[src/rtl/mem_access_pkg.sv]
// Shared encodings for the MEM-stage load/store unit: op codes, FSM states,
// byte-enable width and small op-decoding helpers.
package mem_access_pkg;

  localparam int DM_BE_W = 4;

  localparam logic [3:0] MEM_NONE = 4'd0;
  localparam logic [3:0] MEM_LB   = 4'd1;
  localparam logic [3:0] MEM_LBU  = 4'd2;
  localparam logic [3:0] MEM_LH   = 4'd3;
  localparam logic [3:0] MEM_LHU  = 4'd4;
  localparam logic [3:0] MEM_LW   = 4'd5;
  localparam logic [3:0] MEM_SB   = 4'd6;
  localparam logic [3:0] MEM_SH   = 4'd7;
  localparam logic [3:0] MEM_SW   = 4'd8;

  localparam logic [1:0] ST_IDLE = 2'd0;
  localparam logic [1:0] ST_BUS  = 2'd1;
  localparam logic [1:0] ST_RESP = 2'd2;

  typedef enum logic [1:0] {SZ_BYTE, SZ_HALF, SZ_WORD} size_e;

  // Codes 9..15 fall outside the valid range and behave like MEM_NONE.
  function automatic logic op_valid(input logic [3:0] op);
    return (op >= MEM_LB) && (op <= MEM_SW);
  endfunction

  function automatic logic op_store(input logic [3:0] op);
    return (op == MEM_SB) || (op == MEM_SH) || (op == MEM_SW);
  endfunction

  function automatic size_e op_size(input logic [3:0] op);
    case (op)
      MEM_LB, MEM_LBU, MEM_SB: return SZ_BYTE;
      MEM_LH, MEM_LHU, MEM_SH: return SZ_HALF;
      default:                 return SZ_WORD;
    endcase
  endfunction

  function automatic logic misaligned(input logic [3:0] op, input logic [1:0] lane);
    case (op_size(op))
      SZ_HALF: return lane[0];
      SZ_WORD: return lane != 2'b00;
      default: return 1'b0;
    endcase
  endfunction

endpackage

[src/rtl/mem_extend.sv]
// Load-data lane select and sign/zero extension; shared with the writeback path.
module mem_extend
  import mem_access_pkg::*;
(
  input  logic [3:0]  op,
  input  logic [1:0]  lane,
  input  logic [31:0] word,
  output logic [31:0] result
);

  logic signed [7:0]  b_sel;
  logic signed [15:0] h_sel;

  always_comb begin
    b_sel  = word[{lane, 3'b000} +: 8];
    h_sel  = lane[1] ? word[31:16] : word[15:0];
    result = '0;
    case (op)
      MEM_LB:  result = 32'(b_sel);
      MEM_LBU: result = {24'b0, b_sel};
      MEM_LH:  result = 32'(h_sel);
      MEM_LHU: result = {16'b0, h_sel};
      MEM_LW:  result = word;
      default: result = '0;
    endcase
  end

endmodule

[src/rtl/mem_access.sv]
// MEM-stage load/store unit: one byte/halfword/word transfer per request over
// a req/ack bus, with alignment check and bus timeout.
module mem_access
  import mem_access_pkg::*;
#(
  parameter int DM_TIMEOUT = 255
) (
  input  logic               clk,
  input  logic               rstn,
  input  logic               start,
  input  logic [3:0]         mem_op,
  input  logic [31:0]        addr,
  input  logic [31:0]        wdata,
  output logic               busy,
  output logic               done,
  output logic [31:0]        rdata,
  output logic               err_align,
  output logic               err_timeout,
  output logic               dm_req,
  output logic               dm_we,
  output logic [DM_BE_W-1:0] dm_be,
  output logic [31:0]        dm_addr,
  output logic [31:0]        dm_wdata,
  input  logic               dm_ack,
  input  logic [31:0]        dm_rdata
);

  localparam int CNT_W = $clog2(DM_TIMEOUT + 1);
  localparam logic [CNT_W-1:0] CNT_LAST = CNT_W'(DM_TIMEOUT - 1);

  logic [1:0]         state;
  logic [3:0]         op_q;
  logic [1:0]         lane_q;
  logic [CNT_W-1:0]   cnt;
  logic [DM_BE_W-1:0] be_fmt;
  logic [31:0]        wd_fmt;
  logic [31:0]        ld_data;

  // Bus-side formatting is computed from the request inputs and registered
  // on acceptance, so the dm_* outputs never follow start combinationally.
  always_comb begin
    be_fmt = 4'b1111;
    wd_fmt = wdata;
    case (op_size(mem_op))
      SZ_BYTE: begin
        be_fmt = 4'b0001 << addr[1:0];
        wd_fmt = {4{wdata[7:0]}};
      end
      SZ_HALF: begin
        be_fmt = 4'b0011 << addr[1:0];
        wd_fmt = {2{wdata[15:0]}};
      end
      default: begin
        be_fmt = 4'b1111;
        wd_fmt = wdata;
      end
    endcase
  end

  mem_extend u_ext (
    .op    (op_q),
    .lane  (lane_q),
    .word  (dm_rdata),
    .result(ld_data)
  );

  always_ff @(posedge clk) begin
    if (!rstn) begin
      state       <= ST_IDLE;
      op_q        <= MEM_NONE;
      lane_q      <= 2'b00;
      cnt         <= '0;
      rdata       <= '0;
      err_align   <= 1'b0;
      err_timeout <= 1'b0;
      dm_we       <= 1'b0;
      dm_be       <= '0;
      dm_addr     <= '0;
      dm_wdata    <= '0;
    end else begin
      case (state)
        ST_IDLE: begin
          if (start && op_valid(mem_op)) begin
            op_q        <= mem_op;
            lane_q      <= addr[1:0];
            cnt         <= '0;
            err_timeout <= 1'b0;
            if (misaligned(mem_op, addr[1:0])) begin
              state     <= ST_RESP;
              err_align <= 1'b1;
              rdata     <= '0;
            end else begin
              state     <= ST_BUS;
              err_align <= 1'b0;
              dm_addr   <= {addr[31:2], 2'b00};
              dm_be     <= be_fmt;
              dm_we     <= op_store(mem_op);
              dm_wdata  <= wd_fmt;
            end
          end
        end
        ST_BUS: begin
          if (dm_ack) begin
            state <= ST_RESP;
            rdata <= ld_data;
            dm_be <= '0;
            dm_we <= 1'b0;
          end else if (cnt == CNT_LAST) begin
            state       <= ST_RESP;
            err_timeout <= 1'b1;
            rdata       <= '0;
            dm_be       <= '0;
            dm_we       <= 1'b0;
          end else begin
            cnt <= cnt + CNT_W'(1);
          end
        end
        default: state <= ST_IDLE;
      endcase
    end
  end

  assign busy   = (state != ST_IDLE);
  assign done   = (state == ST_RESP);
  assign dm_req = (state == ST_BUS);

endmodule

[config.mk]
export PLATFORM = sky130hd
export DESIGN_NAME = mem_access
export DESIGN_NICKNAME = d
export VERILOG_FILES = /design/src/rtl/mem_access_pkg.sv /design/src/rtl/mem_extend.sv /design/src/rtl/mem_access.sv
export SDC_FILE = /design/constraint.sdc
export NUM_CORES = 1
export LEC_CHECK = 0
export ABC_AREA = 1
export CORE_MARGIN = 1
export CORE_UTILIZATION = 46
export CTS_CLUSTER_SIZE = 20
export DETAILED_ROUTE_END_ITERATION = 10
export PLACE_DENSITY_LB_ADDON = 0.05
export SLEW_MARGIN = 20
export SYNTH_ARGS = -nofsm -noshare
export SYNTH_HDL_FRONTEND = slang
export SYNTH_SLANG_ARGS = --single-unit
[constraint.sdc]
create_clock -name clk -period 2.2 [get_ports clk]
set_input_delay 0.33 -clock clk [delete_from_list [all_inputs] [get_ports clk]]
set_output_delay 0.33 -clock clk [all_outputs]
set_load 0.03 [all_outputs]
==> flow_summary.yaml <==
pwr:
  ir_drop_v: 0.000508
  cellLeakagePower_nw: 4.28
  p_per_area_nw_per_um2: 739
placement:
  dp_hpwl_um: 12200
  dpl_worst_slack_ps: -75.0
  gp_congestion: 0.839
  place_inst: 1354
  port_buffers: 207
  dpl_cell_area_um2: 8330
synthesis:
  synth_top_family_by_area: "simple AND/OR/NAND/NOR gates"
  synth_compound_area_share_pct: 7.29
  synth_top_area_cell: "dfxtp_1"
  netlist_instances: 992
  ys_warn_count: 0
  yosysTopAreaCellShare_pct: 38.9
  synth_xor_area_share_pct: 0.291
  ys_seq_area_share_pct: 38.9
  avgSynthCellArea_um2: 6.07
  synth_area_leaders: "dfxtp_1 39%, nand2_1 23%, nor2_1 10%"
  synthAdderAreaFrac_pct: 0.416
  netlist_area_um2: 6020
  synth_cell_types: 28
  synthSimpleGateAreaFrac_pct: 41.3
  ys_ff_latch: 117
  synth_mux_area_share_pct: 0
timing:
  period_needed_ps: 2040
  hold_slack_ps: 298
  hold_violations: 0
  clock.fmax_ghz: 0.490
  fin_ws_ps: 159
  slew_violations: 0
  period_share_pct: 92.8
  clock_skew_ps: 6.46
  setup_viol: 0
  rsz0062_at_grt: "false"
route:
  drc: 0
  top_layer_used: "met4"
  ant_nets: 0
  route.met3.wl_um: 1550
  dr_wl_met2_um: 8290
  drtPass1Iterations: 5
  wl_per_cell_um: 12.7
  wl_met1_um: 7580
  vias_per_cell: 4.76
  wl_um: 17600
  route.vias.total: 6592
  drt-initial-drc-count: 552
clock_tree:
  ctsHoldBuffers: 0
  htreeDepth: 4
  clkTransAtPathRegs_ps: 60
  cts_sinks: 117
  cts_tree: "yes"
  root_buffer: "clkbuf_16"
  clock_path_buffers: 2
  cts_resized: 0
  cts_buffers: 17
  clk_latency_ps: 420
  post_cts_buffers: 0
worst_setup_path:
  critical_path_arrival_ps: 1710
  r2r_slack_ps: 460
  timing.rr.start: "lane_q[1]$_SDFFE_PN0P_"
  start_kind: "register"
  critPathCaptureType: "primary output"
  startpoint: "state[1]$_SDFFE_PN0P_"
  crit_end: "busy"
  r2r-end: "rdata[14]$_SDFFE_PN0P_"
  setup.worst_path.class: "reg -> out"
  crit_fanout: 3
  r2r_cells: 10
  required_ps: 1870
outcome:
  status: "complete, no violations"
hold_path:
  hold_path.class: "in -> reg"
global_route:
  antenna_found_initial: 0
  grt_pass1_wl_um: 28100
  grt_pass1_vias: 5937
  grtUsageTotal_pct: 26.7
  overflow: 0
  grt_max_degree: 79
cells_and_area:
  drive_gt1_share_pct: 6.18
  area_growth_pct: 48.9
  num_antenna_cells: 0
  fillCellCount: 1137
  design_area_um2: 8970
  finalNetCount: 1307
  final_cells: 1386
floorplan:
  initial_core_util_pct: 47.5
  io_pins: 210
  dieArea_um2: 13600
  rows: 41
  die_x_um: 116
  die_y_um: 116
  fp.coreArea_um2: 12700
flow_run:
  drv_cap: 0
[logic make-up after synthesis]
logic type,Yosys count
flip-flops,117
AO/OA/AOI/OAI,84
other,1
XOR/XNOR,2
AND/OR/NAND/NOR,617
adder cells (fa/ha/maj),2
buffers and inverters,169
[cells in the final DEF (no fill, tap or decap), types with 2 or more instances in the layout]
cell type	Yosys	final
inv_2	3	3
buf_12	0	3
bufinv_16	0	3
nor2_4	2	2
a21oi_1	55	55
dfxtp_1	117	117
clkinv_2	0	4
nand2_1	365	365
o21ai_0	24	24
clkdlybuf4s50_1	0	206
nand4_1	2	2
nand3b_1	9	9
o21ai_1	2	2
nand3_1	66	66
inv_1	112	112
conb_1	1	2
nor2_1	165	165
nor3_1	5	5
buf_4	3	30
ha_1	2	2
clkbuf_16	0	17
clkinv_1	3	3
clkbuf_8	0	7
[synthesized netlist by cell type (all sizes together)]
cell type / number
a21oi: 56
buf: 29
clkbuf: 22
clkinv: 3
conb: 1
dfxtp: 117
ha: 2
inv: 115
nand2: 366
nand3: 67
nand3b: 9
nand4: 3
nor2: 167
nor3: 5
o211a: 1
o21ai: 26
o21bai: 1
xnor2: 1
xor2: 1
[sequential cells by signal, indices dropped and copies added, names as in the netlist]
register	flops
err_align	1
dm_we	1
dm_be	4
cnt	8
state	2
op_q	4
dm_addr	30
rdata	32
lane_q	2
dm_wdata	32
err_timeout	1
[report_power, final]
group,leakage (nW),internal (mW),switching (mW)
sequential,0.953,2.23,0.0648
combinational,3.01,0.574,0.789
clock,0.318,1.98,0.978
[worst min path at each step]
stage / startpoint / endpoint / slack (ps) / cells past startpoint
finish: rstn / dm_be[2]$_SDFFE_PN0P_ / 300 / 3
CTS: rstn / dm_be[3]$_SDFFE_PN0P_ / 300 / 3
global route: rstn / cnt[0]$_SDFFE_PN0P_ / 330 / 3
floorplan: cnt[0]$_SDFFE_PN0P_ / cnt[0]$_SDFFE_PN0P_ / 450 / 1
detailed placement: rdata[27]$_SDFFE_PN0P_ / rdata[27]$_SDFFE_PN0P_ / 450 / 2
global placement: rdata[21]$_SDFFE_PN0P_ / rdata[21]$_SDFFE_PN0P_ / 450 / 2
[critical path, cell delays in order (launching register included)]
cell and delay [ps]:
dfxtp_1 340, nor2_1 270, inv_1 80, clkdlybuf4s50_1 600
[layer usage]
layer / global-route usage, % / vias up
li1: - / 3428
met1: 32.7 / 2907
met2: 44.3 / 237
met3: 8.93 / 20
met4: 8.21 / 0
met5: 0 / -
[per-stage QoR]
step | TNS, ps | utilization [%] | power, mW
2_1_floorplan | 0 | - | 3.11
3_3_place_gp | 0 | 65.7 | 3.68
3_5_place_dp | -2310 | 65.7 | 3.69
4_1_cts | 0 | 70.8 | 6.66
5_1_grt | 0 | 70.8 | 6.90
6_report | 0 | 70.8 | 6.62
[area by class of cell]
class                      instances  area, µm²  area share [%]
clock inverter                     8        118            1.31
multi-input combinational        707       2970            33.2
timing repair buffer             240       2350            26.2
clock buffer                      24        522            5.82
tap                              172        215            2.40
sequential                       117       2340            26.1
inverter                         118        443            4.94
Power figures use the tool's default switching activity.
